**config.mk**
```make
export PLATFORM = sky130hd
export DESIGN_NAME = clk_ratio_monitor
export DESIGN_NICKNAME = d
export VERILOG_FILES = /design/src/rtl/clk_ratio_monitor.sv
export SDC_FILE = /design/constraint.sdc
export NUM_CORES = 1
export LEC_CHECK = 0
export BUFFER_PORTS_ARGS = -buffer_cell sky130_fd_sc_hd__buf_2
export CORE_AREA = 2 2 44 87
export DETAILED_ROUTE_END_ITERATION = 8
export DIE_AREA = 0 0 46 89
export GPL_TIMING_DRIVEN = 0
export PLACE_DENSITY = 0.81
export SETUP_SLACK_MARGIN = 0.5
export SKIP_LAST_GASP = 1
export SYNTH_ARGS = -nofsm -noshare
export SYNTH_HDL_FRONTEND = slang
export SYNTH_SLANG_ARGS = --single-unit
```
**constraint.sdc**
```tcl
create_clock -name clk -period 1.95 [get_ports clk]
set_clock_uncertainty 0.15 [all_clocks]
set_input_delay 0.585 -clock clk [delete_from_list [all_inputs] [get_ports clk]]
set_output_delay 0.585 -clock clk [all_outputs]
set_load 0.1 [all_outputs]
```
**src/rtl/clk_ratio_monitor.sv**
```systemverilog
// Counts rising edges of a divided clock over fixed windows of clk and reports
// each window's count with a pass/fail verdict plus a sticky error flag.
module clk_ratio_monitor #(
  parameter int WINDOW  = 100,
  parameter int EXP_MIN = 39,
  parameter int EXP_MAX = 41,
  parameter int SETTLE  = 4,
  parameter int CW      = 8
) (
  input  logic          clk,
  input  logic          rst,
  input  logic          en,
  input  logic          mon_in,
  input  logic          err_clr,
  output logic [CW-1:0] edge_cnt,
  output logic          meas_valid,
  output logic          meas_pass,
  output logic          err_sticky
);

  // state      | meaning
  // ST_IDLE    | disabled, counters held at 0
  // ST_SETTLE  | synchroniser/edge-detect flush after enable, rises ignored
  // ST_MEASURE | counting rises over back-to-back windows
  localparam logic [1:0] ST_IDLE    = 2'd0;
  localparam logic [1:0] ST_SETTLE  = 2'd1;
  localparam logic [1:0] ST_MEASURE = 2'd2;

  localparam int WW = $clog2(WINDOW);
  localparam int SW = $clog2(SETTLE);
  localparam logic [WW-1:0] WIN_LAST = WW'(WINDOW - 1);
  localparam logic [SW-1:0] SET_LAST = SW'(SETTLE - 1);
  localparam logic [CW-1:0] ACC_MAX  = '1;
  localparam logic [31:0]   LIM_LO   = 32'(EXP_MIN);
  localparam logic [31:0]   LIM_HI   = 32'(EXP_MAX);

  logic          s1, s2, s3;
  logic          rise;
  logic [1:0]    state;
  logic [SW-1:0] set_cnt;
  logic [WW-1:0] win_cnt;
  logic [CW-1:0] acc;
  logic [CW-1:0] acc_next;
  logic          win_close;
  logic          win_pass;

  always_ff @(posedge clk or posedge rst) begin
    if (rst) begin
      s1 <= 1'b0;
      s2 <= 1'b0;
      s3 <= 1'b0;
    end else begin
      s1 <= mon_in;
      s2 <= s1;
      s3 <= s2;
    end
  end

  assign rise      = s2 & ~s3;
  // Saturating accumulate; also the reported value when the window closes.
  assign acc_next  = (rise && (acc != ACC_MAX)) ? acc + CW'(1) : acc;
  assign win_close = en && (state == ST_MEASURE) && (win_cnt == WIN_LAST);
  assign win_pass  = (32'(acc_next) >= LIM_LO) && (32'(acc_next) <= LIM_HI);

  always_ff @(posedge clk or posedge rst) begin
    if (rst) begin
      state      <= ST_IDLE;
      set_cnt    <= '0;
      win_cnt    <= '0;
      acc        <= '0;
      edge_cnt   <= '0;
      meas_valid <= 1'b0;
      meas_pass  <= 1'b0;
    end else begin
      meas_valid <= 1'b0;
      if (!en) begin
        state   <= ST_IDLE;
        set_cnt <= '0;
        win_cnt <= '0;
        acc     <= '0;
      end else begin
        case (state)
          ST_IDLE: begin
            state   <= ST_SETTLE;
            set_cnt <= '0;
          end
          ST_SETTLE: begin
            if (set_cnt == SET_LAST) begin
              state   <= ST_MEASURE;
              set_cnt <= '0;
              win_cnt <= '0;
              acc     <= '0;
            end else begin
              set_cnt <= set_cnt + SW'(1);
            end
          end
          ST_MEASURE: begin
            if (win_close) begin
              win_cnt    <= '0;
              acc        <= '0;
              edge_cnt   <= acc_next;
              meas_pass  <= win_pass;
              meas_valid <= 1'b1;
            end else begin
              win_cnt <= win_cnt + WW'(1);
              acc     <= acc_next;
            end
          end
          default: state <= ST_IDLE;
        endcase
      end
    end
  end

  // A failing result outranks a simultaneous clear request.
  always_ff @(posedge clk or posedge rst) begin
    if (rst) begin
      err_sticky <= 1'b0;
    end else if (win_close && !win_pass) begin
      err_sticky <= 1'b1;
    end else if (err_clr) begin
      err_sticky <= 1'b0;
    end
  end

endmodule

```
==> impl_metrics.env, run 1 <==
export IMPL_diodes=0
export IMPL_clock_latency_ns=0.30
export IMPL_synth_cell_types=48
export IMPL_power_density_nw_per_um2=462
export IMPL_nNetsFinal=246
export IMPL_clock_path_buffers=2
export IMPL_placedInstanceArea_um2=1880
export IMPL_p_sw_mw=0.318
export IMPL_vias_per_cell=6.24
export IMPL_synth_area_um2=1670
export IMPL_p_clk_frac=0.398
export IMPL_hold_viol=0
export IMPL_p_comb_frac=0.060
export IMPL_cts_made_buffers=5
export IMPL_placementRows=30
export IMPL_irDropWorstVdd_mv=0.636
export IMPL_drv_slew=0
export IMPL_dr_first_iter_drc_count=71
export IMPL_fillCellCount=174
export IMPL_hp_class="flip-flop to flip-flop"
export IMPL_p_seq_frac=0.543
export IMPL_wl_per_cell_um=22.1
export IMPL_overflow=0
export IMPL_drv_cap=0
export IMPL_pre_cts_ws_ns=-0.170
export IMPL_synth_yosys_seq_area_share=0.494
export IMPL_start_util=0.494
export IMPL_grt_pass1_wl_um=7480
export IMPL_synth_compound_area_frac=0.163
export IMPL_finalCriticalPeriod_ns=2.15
export IMPL_drc=0
export IMPL_final_area_um2=2790
export IMPL_synth_top_family_by_area="simple AND/OR/NAND/NOR gates"
export IMPL_syn_num_nets=179
export IMPL_final_layout_size_suffix_gt1_frac=0.640
export IMPL_status="finished with violations"
export IMPL_tightest_slew_ns=0.726
export IMPL_synth_area_mux_share=0.0644
export IMPL_final_setup_viol_count=2
export IMPL_root_buffer="clkbuf_8"
export IMPL_synthFlopType="dfrtp_1"
export IMPL_synth_cells=171
export IMPL_drt_pass1_iter_count=5
export IMPL_finalCritPeriodShare=1.10
export IMPL_sw_frac_of_total=0.247
export IMPL_avgSynthCellArea_um2=9.77
export IMPL_cts_tree="yes"
export IMPL_worstSetupEndpointType="flip-flop"
export IMPL_cp_start_kind="flip-flop"
export IMPL_grt_pass1_vias=1615
export IMPL_die_x_um=46
export IMPL_synth_edf_count=0
export IMPL_crit_arrival_ns=2.17
export IMPL_finalPower_mw=1.29
export IMPL_yosysWarnings=0
export IMPL_cts_clk_slew_worst_paths_ns=0.08
export IMPL_cts_hold_buf=0
export IMPL_utilization=0.826
export IMPL_failed_checks="setup timing"
export IMPL_internal_power_mw=0.970
export IMPL_totalWireLength_um=6000
export IMPL_rsz0062_at_grt="yes"
export IMPL_dp_hpwl_um=2780
export IMPL_async_flop_share=1.00
export IMPL_antenna_left=0
export IMPL_worstPathRequired_ns=1.96
export IMPL_synth_xor_area_share=0.00524
export IMPL_die_area_um2=4090
export IMPL_grt_max_degree=34
export IMPL_p_leak_nw=1.18
export IMPL_io_buffers=15
export IMPL_antenna_found_initial=0
export IMPL_path_max_fanout=4
export IMPL_final_setup_tns_ns=-0.365
export IMPL_io_pins=16
export IMPL_cts_sinks=33
export IMPL_setup_ws_ns=-0.204
export IMPL_synth_simple_area_share=0.219
export IMPL_gp_congestion=0.923
export IMPL_groute_usage_overall=0.260
export IMPL_h_tree_depth=2
export IMPL_fp_coreArea_um2=3380
export IMPL_synth_adder_area_share=0.0225
export IMPL_die_h_um=89
export IMPL_syn_to_final_growth_pct=67.0
export IMPL_path_class="flip-flop to flip-flop"
export IMPL_fmax_mhz=464
export IMPL_yosys_register_bits=33
export IMPL_maxSlewHeadroom=0.515
export IMPL_vias=1691
metal layers:
metal	GRT usage	share of wire
met3	0.0444	0.049
met2	0.492	0.56
met1	0.235	0.33
met5	0	0
met4	0.158	0.055
critical path: stages, from the launching register on:
cell and delay [ns]:
dfrtp_2 0.43, ha_4 0.20, and3b_1 0.25, o2111ai_2 0.17
a21oi_1 0.26, nand4_1 0.20, a21oi_2 0.22, o22ai_1 0.14
Yosys cell counts (2+ instances only):
cell,n,area [um2]
dfrtp_1,33,826
nand2_1,23,86.3
o21ai_0,13,65.1
nor2_1,11,41.3
o21ai_1,8,40.0
mux2i_1,7,70.1
a21oi_1,6,30.0
inv_1,6,22.5
and2_1,5,31.3
nand3_1,5,25.0
buf_2,4,20.0
nand2b_1,4,25.0
o31ai_1,4,30.0
ha_1,3,37.5
nor3_1,3,15.0
a21o_1,2,15.0
clkbuf_1,2,7.51
nand4_1,2,12.5
cell type report:
class                           count  area, um2  area share
Multi-Input combinational cell    125       1100       0.395
Sequential cell                    33        845       0.303
Timing Repair Buffer               60        616       0.221
Buffer                              6       75.1      0.0269
Clock buffer                        6       72.6      0.0260
Tap cell                           32       40.0      0.0143
Inverter                            7       30.0      0.0108
Clock inverter                      2       10.0     0.00359
final timing paths:
| path | from | endpoint | cells after the start | slack (ns) |
|---|---|---|---|---|
| min in group asynchronous | rst | acc[1] | 2 | 0.24 |
| worst min register to register | s1 | s2 | 0 | 0.20 |
| worst max register to register | acc[1] | err_sticky | 7 | -0.20 |
| max in group asynchronous | rst | acc[3] | 2 | 0.95 |
| worst max-delay path | acc[1] | err_sticky | 7 | -0.20 |
| worst min-delay path | s1 | s2 | 0 | 0.20 |
sequential cells by signal, indices dropped and copies added, names as in the netlist:
signal and cells:
acc 8, edge_cnt 8, win_cnt 7, set_cnt 2, state 2, err_sticky 1
meas_pass 1, meas_valid 1, s1 1, s2 1, s3 1
power groups by stage:
stage | registers [mW] | logic [mW] | clock network (mW)
3_3_place_gp | 0.710 | 0.0530 | 0
4_1_cts | 0.698 | 0.0612 | 0.513
5_1_grt | 0.699 | 0.0855 | 0.532
2_1_floorplan | 0.709 | 0.0398 | 0
3_5_place_dp | 0.711 | 0.0556 | 0
6_report | 0.699 | 0.0769 | 0.512
timing repair:
item                       CTS  global route
resized for setup           60            68
setup endpoints to repair   36            38
setup buffers               23            19
pin swaps                   18            22
cloned                       3             0
placed cells by master, fill, tap and decap left out, types with 3 or more instances in the layout:
| cell | count |
|---|---|
| buf_4 | 39 |
| dfrtp_1 | 18 |
| dfrtp_2 | 15 |
| nand2_1 | 11 |
| buf_12 | 11 |
| nand2_2 | 10 |
| o21ai_1 | 10 |
| o21ai_2 | 9 |
| nor2_1 | 8 |
| buf_8 | 6 |
| buf_6 | 6 |
| clkbuf_8 | 5 |
| mux2i_1 | 4 |
| inv_1 | 4 |
| buf_2 | 4 |
| and2_4 | 3 |
| nand3_1 | 3 |
| o31ai_2 | 3 |
| nand3_4 | 3 |
| a21oi_1 | 3 |
| nand2b_1 | 3 |
| nand2_4 | 3 |
kinds of logic after synthesis:
group	count (synthesis)
AOI/OAI and AO/OA	44
DFF	33
adders and majority gates	3
xor gates and xnor gates	1
buffers and inverters	13
muxes	10
and+or+nand+nor	67
stage by stage:
stage | std cells | hold slack (ns)
after CTS | 252 | 0.204
after global routing | 271 | 0.212
final | 271 | 0.204
after floorplan | 171 | 0.181
after detailed placement | 218 | 0.189
after global placement | 218 | 0.186
Note: power is estimated with default switching activity, not from simulation.
==> inputs of run 2 (changes only) <==
--- a/config.mk
+++ b/config.mk
@@ -10,7 +10,7 @@
 export DETAILED_ROUTE_END_ITERATION = 8
 export DIE_AREA = 0 0 46 89
 export GPL_TIMING_DRIVEN = 0
-export PLACE_DENSITY = 0.81
+export PLACE_DENSITY = 0.78
 export SETUP_SLACK_MARGIN = 0.5
 export SKIP_LAST_GASP = 1
 export SYNTH_ARGS = -nofsm -noshare
==> constraint.sdc (replaced) <==
create_clock -name clk -period 2.7 [get_ports clk]
set_clock_uncertainty 0.15 [all_clocks]
set_input_delay 0.81 -clock clk [delete_from_list [all_inputs] [get_ports clk]]
set_output_delay 0.81 -clock clk [all_outputs]
set_load 0.1 [all_outputs]
==> run 2 against run 1 <==
The flow now finishes without violations; die area stayed put; critical endpoint is now edge_cnt[4]; clock-buffer cell count stayed put; power is 31% lower; routed wire length is 45% lower; combinational power is 50% lower; highest routed layer unchanged.
==> impl_metrics.env, run 2 (synthesis gave the netlist of run 1 again) <==
export IMPL_placedInstanceArea_um2=1790
export IMPL_cts_hold_buf=0
export IMPL_internal_power_mw=0.692
export IMPL_diodes=0
export IMPL_p_leak_nw=0.882
export IMPL_die_x_um=46
export IMPL_p_seq_frac=0.566
export IMPL_multi_input_area_um2=798
export IMPL_cp_top_family="simple AND/OR/NAND/NOR gates"
export IMPL_path_class="flip-flop to flip-flop"
export IMPL_cp_start_kind="flip-flop"
export IMPL_fmax_mhz=470
export IMPL_finalCritPeriodShare=0.787
export IMPL_final_setup_viol_count=0
export IMPL_grt_pass1_wl_um=5660
export IMPL_p_comb_frac=0.043
export IMPL_final_seq_area_um2=827
export IMPL_drv_slew=0
export IMPL_hold_ws_ns=0.207
export IMPL_cp_buffers_inverters=1
export IMPL_reg2reg_depth=7
export IMPL_io_buffers=15
export IMPL_clock_path_buffers=2
export IMPL_drc=0
export IMPL_layout_commonest_cell="dfrtp_1"
export IMPL_cp_slowest_stage_delay_ns=0.40
export IMPL_wl_per_cell_um=14.4
export IMPL_worstPathRequired_ns=2.70
export IMPL_path_max_fanout=10
export IMPL_placementRows=30
export IMPL_finalCriticalPeriod_ns=2.13
export IMPL_hold_viol=0
export IMPL_cts_made_buffers=5
export IMPL_dr_first_iter_drc_count=14
export IMPL_cts_tree="yes"
export IMPL_h_tree_depth=2
export IMPL_rsz0062_at_grt="yes"
export IMPL_irDropWorstVdd_mv=0.308
export IMPL_power_density_nw_per_um2=467
export IMPL_hp_class="flip-flop to flip-flop"
export IMPL_antenna_found_initial=0
export IMPL_start_util=0.494
export IMPL_dp_hpwl_um=2480
export IMPL_syn_to_final_growth_pct=14.1
export IMPL_die_area_um2=4090
export IMPL_drt_pass1_iter_count=4
export IMPL_p_clk_frac=0.391
export IMPL_p_sw_mw=0.199
export IMPL_die_h_um=89
export IMPL_final_setup_tns_ns=0
export IMPL_io_pins=16
export IMPL_grt_pass1_vias=1298
export IMPL_hp_start="s1"
export IMPL_totalWireLength_um=3290
export IMPL_hold_path_cell_count=0
export IMPL_drv_cap=0
export IMPL_worstSetupEndpointType="flip-flop"
export IMPL_vias=1299
export IMPL_fillCellCount=318
export IMPL_maxSlewHeadroom=0.682
export IMPL_clock_latency_ns=0.28
export IMPL_path_cells="ha_1, nand4b_1, nor3_1, nand3_2, clkbuf_1, nand2_1, o21ai_0"
export IMPL_tightest_slew_ns=0.474
export IMPL_layout_common_cells="dfrtp_1 (32), nand2_1 (23), buf_2 (19)"
export IMPL_overflow=0
export IMPL_crit_arrival_ns=2.13
export IMPL_vias_per_cell=5.70
export IMPL_cts_clk_slew_worst_paths_ns=0.06
export IMPL_status="complete, no violations"
export IMPL_antenna_left=0
export IMPL_rr_endpoint="edge_cnt[4]"
export IMPL_fp_coreArea_um2=3380
export IMPL_grt_max_degree=34
export IMPL_top_regs="acc: 8 flops, edge_cnt: 8 flops, win_cnt: 7 flops"
export IMPL_final_area_um2=1910
export IMPL_final_layout_size_suffix_gt1_frac=0.214
export IMPL_root_buffer="clkbuf_8"
export IMPL_hold_path_end="s2"
export IMPL_sw_frac_of_total=0.223
export IMPL_cts_sinks=33
export IMPL_worstReg2RegStart="win_cnt[1]"
export IMPL_critPathSlowestCell="dfrtp_1"
export IMPL_timing_reg2reg_setup_slack_ns=0.57
export IMPL_gp_congestion=0.845
export IMPL_groute_usage_overall=0.193
export IMPL_nNetsFinal=203
run 2: through the flow:
stage	power, mW	cells	utilization	setup slack, ns
floorplan	0.538	171	-	0.842
global placement	0.548	218	0.529	0.517
finish	0.891	228	0.564	0.574
detailed placement	0.549	218	0.529	0.486
CTS	0.900	227	0.555	0.512
global route	0.932	228	0.564	0.447
run 2: how the worst max path moves through the flow:
stage	startpoint	endpoint	cells past startpoint
after floorplan	meas_pass	meas_pass	0
after global placement	acc[0]	err_sticky	7
after detailed placement	acc[0]	err_sticky	7
after CTS	win_cnt[1]	edge_cnt[4]	7
after global routing	win_cnt[0]	edge_cnt[3]	7
final	win_cnt[1]	edge_cnt[4]	7
run 2: layout make-up:
class | count | share of cell area
clock buffer | 6 | 0.0381
multi-input combinational | 125 | 0.419
timing repair buffer | 17 | 0.0538
inverter | 7 | 0.0138
buffer | 6 | 0.0151
sequential | 33 | 0.434
clock inverter | 2 | 0.00525
tap | 32 | 0.0210
run 2: layer usage:
metal	GRT usage	share of wire
met2	0.336	0.56
met3	0.0505	0.031
met1	0.185	0.36
met5	0	0
met4	0.135	0.047
run 2: what timing repair did:
item,in CTS,in global routing
endpoints found under the setup margin,2,11
pin swaps,0,0
hold endpoints to repair,0,0
resized for setup,0,5
buffers inserted,1,0
run 2: power by group through the flow:
stage,Sequential (mW),Clock (mW),Combinational [mW]
after floorplan,0.512,0,0.0259
after global placement,0.513,0,0.0349
after detailed placement,0.513,0,0.0355
after CTS,0.504,0.361,0.0356
after global routing,0.505,0.383,0.0446
final,0.504,0.349,0.0381
==> inputs of run 3 (changes only) <==
--- a/config.mk
+++ b/config.mk
@@ -10,7 +10,7 @@
 export DETAILED_ROUTE_END_ITERATION = 8
 export DIE_AREA = 0 0 46 89
 export GPL_TIMING_DRIVEN = 0
-export PLACE_DENSITY = 0.78
+export PLACE_DENSITY = 0.81
 export SETUP_SLACK_MARGIN = 0.5
 export SKIP_LAST_GASP = 1
 export SYNTH_ARGS = -nofsm -noshare
==> constraint.sdc (replaced) <==
create_clock -name clk -period 1.9 [get_ports clk]
set_clock_uncertainty 0.15 [all_clocks]
set_input_delay 0.57 -clock clk [delete_from_list [all_inputs] [get_ports clk]]
set_output_delay 0.57 -clock clk [all_outputs]
set_load 0.1 [all_outputs]
==> run 3 against run 2 <==
The run now ends with setup timing left; sequential share of layout area shrank 13 points; clock-buffer cell count is the same; fmax decreased by 0.69%; first-iteration DRC count rose to 4.1 times the previous value; global-route usage is 6.5 points higher; via count grew 30%.
==> impl_metrics.env, run 3 (synthesis gave the netlist of run 1 again) <==
export IMPL_status="finished with violations"
export IMPL_failed_checks="setup timing"
export IMPL_drt_pass1_iter_count=4
export IMPL_finalCritPeriodShare=1.13
export IMPL_cts_clk_slew_worst_paths_ns=0.08
export IMPL_placementRows=30
export IMPL_vias=1694
export IMPL_worstPathRequired_ns=1.92
export IMPL_drv_slew=0
export IMPL_cts_tree="yes"
export IMPL_cts_made_buffers=5
export IMPL_top_regs="acc: 8 flops, edge_cnt: 8 flops, win_cnt: 7 flops"
export IMPL_path_cells="buf_4, and4_4, nand4_1, mux2i_2, nand4_1, a21oi_2, o22ai_1"
export IMPL_p_comb_frac=0.061
export IMPL_finalCriticalPeriod_ns=2.14
export IMPL_overflow=0
export IMPL_fillCellCount=171
export IMPL_cp_start_kind="flip-flop"
export IMPL_clock_path_buffers=2
export IMPL_dp_cells=218
export IMPL_grt_pass1_vias=1601
export IMPL_h_tree_depth=2
export IMPL_io_buffers=15
export IMPL_clock_latency_ns=0.30
export IMPL_final_cells=273
export IMPL_syn_to_final_growth_pct=67.9
export IMPL_layout_common_cells="buf_4 (40), dfrtp_1 (18), dfrtp_2 (15)"
export IMPL_die_h_um=89
export IMPL_die_area_um2=4090
export IMPL_hp_class="flip-flop to flip-flop"
export IMPL_rsz0062_at_grt="yes"
export IMPL_cp_top_family="simple AND/OR/NAND/NOR gates"
export IMPL_internal_power_mw=0.997
export IMPL_crit_arrival_ns=2.16
export IMPL_maxSlewHeadroom=0.523
export IMPL_final_layout_size_suffix_gt1_frac=0.639
export IMPL_die_x_um=46
export IMPL_groute_usage_overall=0.259
export IMPL_worstSetupEndpointType="flip-flop"
export IMPL_power_density_nw_per_um2=472
export IMPL_met2_length_um=3440
export IMPL_nNetsFinal=248
export IMPL_final_area_um2=2800
export IMPL_layout_commonest_cell="buf_4"
export IMPL_fmax_mhz=467
export IMPL_antenna_found_initial=0
export IMPL_setup_ws_ns=-0.241
export IMPL_totalWireLength_um=6080
export IMPL_sw_frac_of_total=0.247
export IMPL_final_setup_viol_count=8
export IMPL_dr_first_iter_drc_count=58
export IMPL_p_leak_nw=1.19
export IMPL_placedInstanceArea_um2=1880
export IMPL_hold_viol=0
export IMPL_grt_pass1_wl_um=7420
export IMPL_crit_top_cell="nand4_1"
export IMPL_irDropWorstVdd_mv=0.601
export IMPL_cp_buffers_inverters=1
export IMPL_p_clk_frac=0.397
export IMPL_antenna_left=0
export IMPL_io_pins=16
export IMPL_root_buffer="clkbuf_8"
export IMPL_gp_congestion=0.923
export IMPL_p_sw_mw=0.326
export IMPL_p_seq_frac=0.542
export IMPL_drc=0
export IMPL_grt_max_degree=34
export IMPL_cp_slowest_stage_delay_ns=0.35
export IMPL_path_max_fanout=8
export IMPL_diodes=0
export IMPL_critPathSlowestCell="dfrtp_1"
export IMPL_highest_layer="met4"
export IMPL_wl_met3_um=298
export IMPL_fp_coreArea_um2=3380
export IMPL_drv_cap=0
export IMPL_met1_length_um=2020
export IMPL_wl_per_cell_um=22.3
export IMPL_vias_per_cell=6.21
export IMPL_tightest_slew_ns=0.715
export IMPL_path_class="flip-flop to flip-flop"
export IMPL_cts_sinks=33
export IMPL_dp_hpwl_um=2780
export IMPL_start_util=0.494
## run 3: cell count changes in the layout (fill, tap and decap cells not counted), sizes merged
cell	change
clkinvlp	+1
buf	+47
clkinv	-1
clkbuf	-2
## run 3: power by group through the flow
stage | sequential (mW) | clock, mW | combinational [mW]
floorplan | 0.727 | 0 | 0.0408
global placement | 0.729 | 0 | 0.0544
detailed placement | 0.729 | 0 | 0.0570
CTS | 0.716 | 0.526 | 0.0629
global route | 0.717 | 0.549 | 0.0890
finish | 0.717 | 0.525 | 0.0810
## run 3: metrics by stage
step | hold WS [ns] | utilization | setup WS [ns] | power, mW | setup TNS, ns
3_3_place_gp | 0.186 | 0.558 | -0.127 | 0.783 | -0.241
4_1_cts | 0.204 | 0.707 | -0.101 | 1.31 | -0.197
2_1_floorplan | 0.181 | - | 0.124 | 0.768 | 0
5_1_grt | 0.212 | 0.830 | -0.383 | 1.36 | -1.32
6_report | 0.207 | 0.830 | -0.241 | 1.32 | -0.601
3_5_place_dp | 0.189 | 0.558 | -0.220 | 0.786 | -0.425
## run 3: worst register-to-register path, delay by kind of cell (launching register included)
kind | cells | cell delay [ns]
and+or+nand+nor | 3 | 0.66
AOI/OAI and AO/OA | 2 | 0.37
DFF | 1 | 0.35
muxes | 1 | 0.29
buffers and inverters | 1 | 0.20
## run 3: timing repair
item,4_1_cts,5_1_grt
setup endpoints to repair,37,38
pin swaps,18,23
gates cloned,3,0
buffers inserted,23,21
gates resized for setup,61,67
hold buffers,0,0
## run 3: routing by layer
metal,vias up,global-route usage
li1,744,-
met1,846,0.242
met2,83,0.484
met3,21,0.0404
met4,0,0.158
met5,-,0
## run 3: final timing paths
check,start,end,slack (ns),depth (start not counted)
max,acc[4],err_sticky,-0.24,7
min,s1,s2,0.21,0
max reg2reg,acc[4],err_sticky,-0.24,7
min reg2reg,s1,s2,0.21,0
max in group asynchronous,rst,state[0],0.93,2
min in group asynchronous,rst,acc[0],0.22,2
## run 3: layout make-up
type	count	area (um2)	share of cell area
plain buffers	6	75.1	0.0268
repair buffers	62	634	0.226
multi-input cells	125	1100	0.391
clock buffers	6	72.6	0.0259
inverters	7	30.0	0.0107
flip-flops and latches	33	845	0.301
clock inverters	2	10.0	0.00357
well taps	32	40.0	0.0143
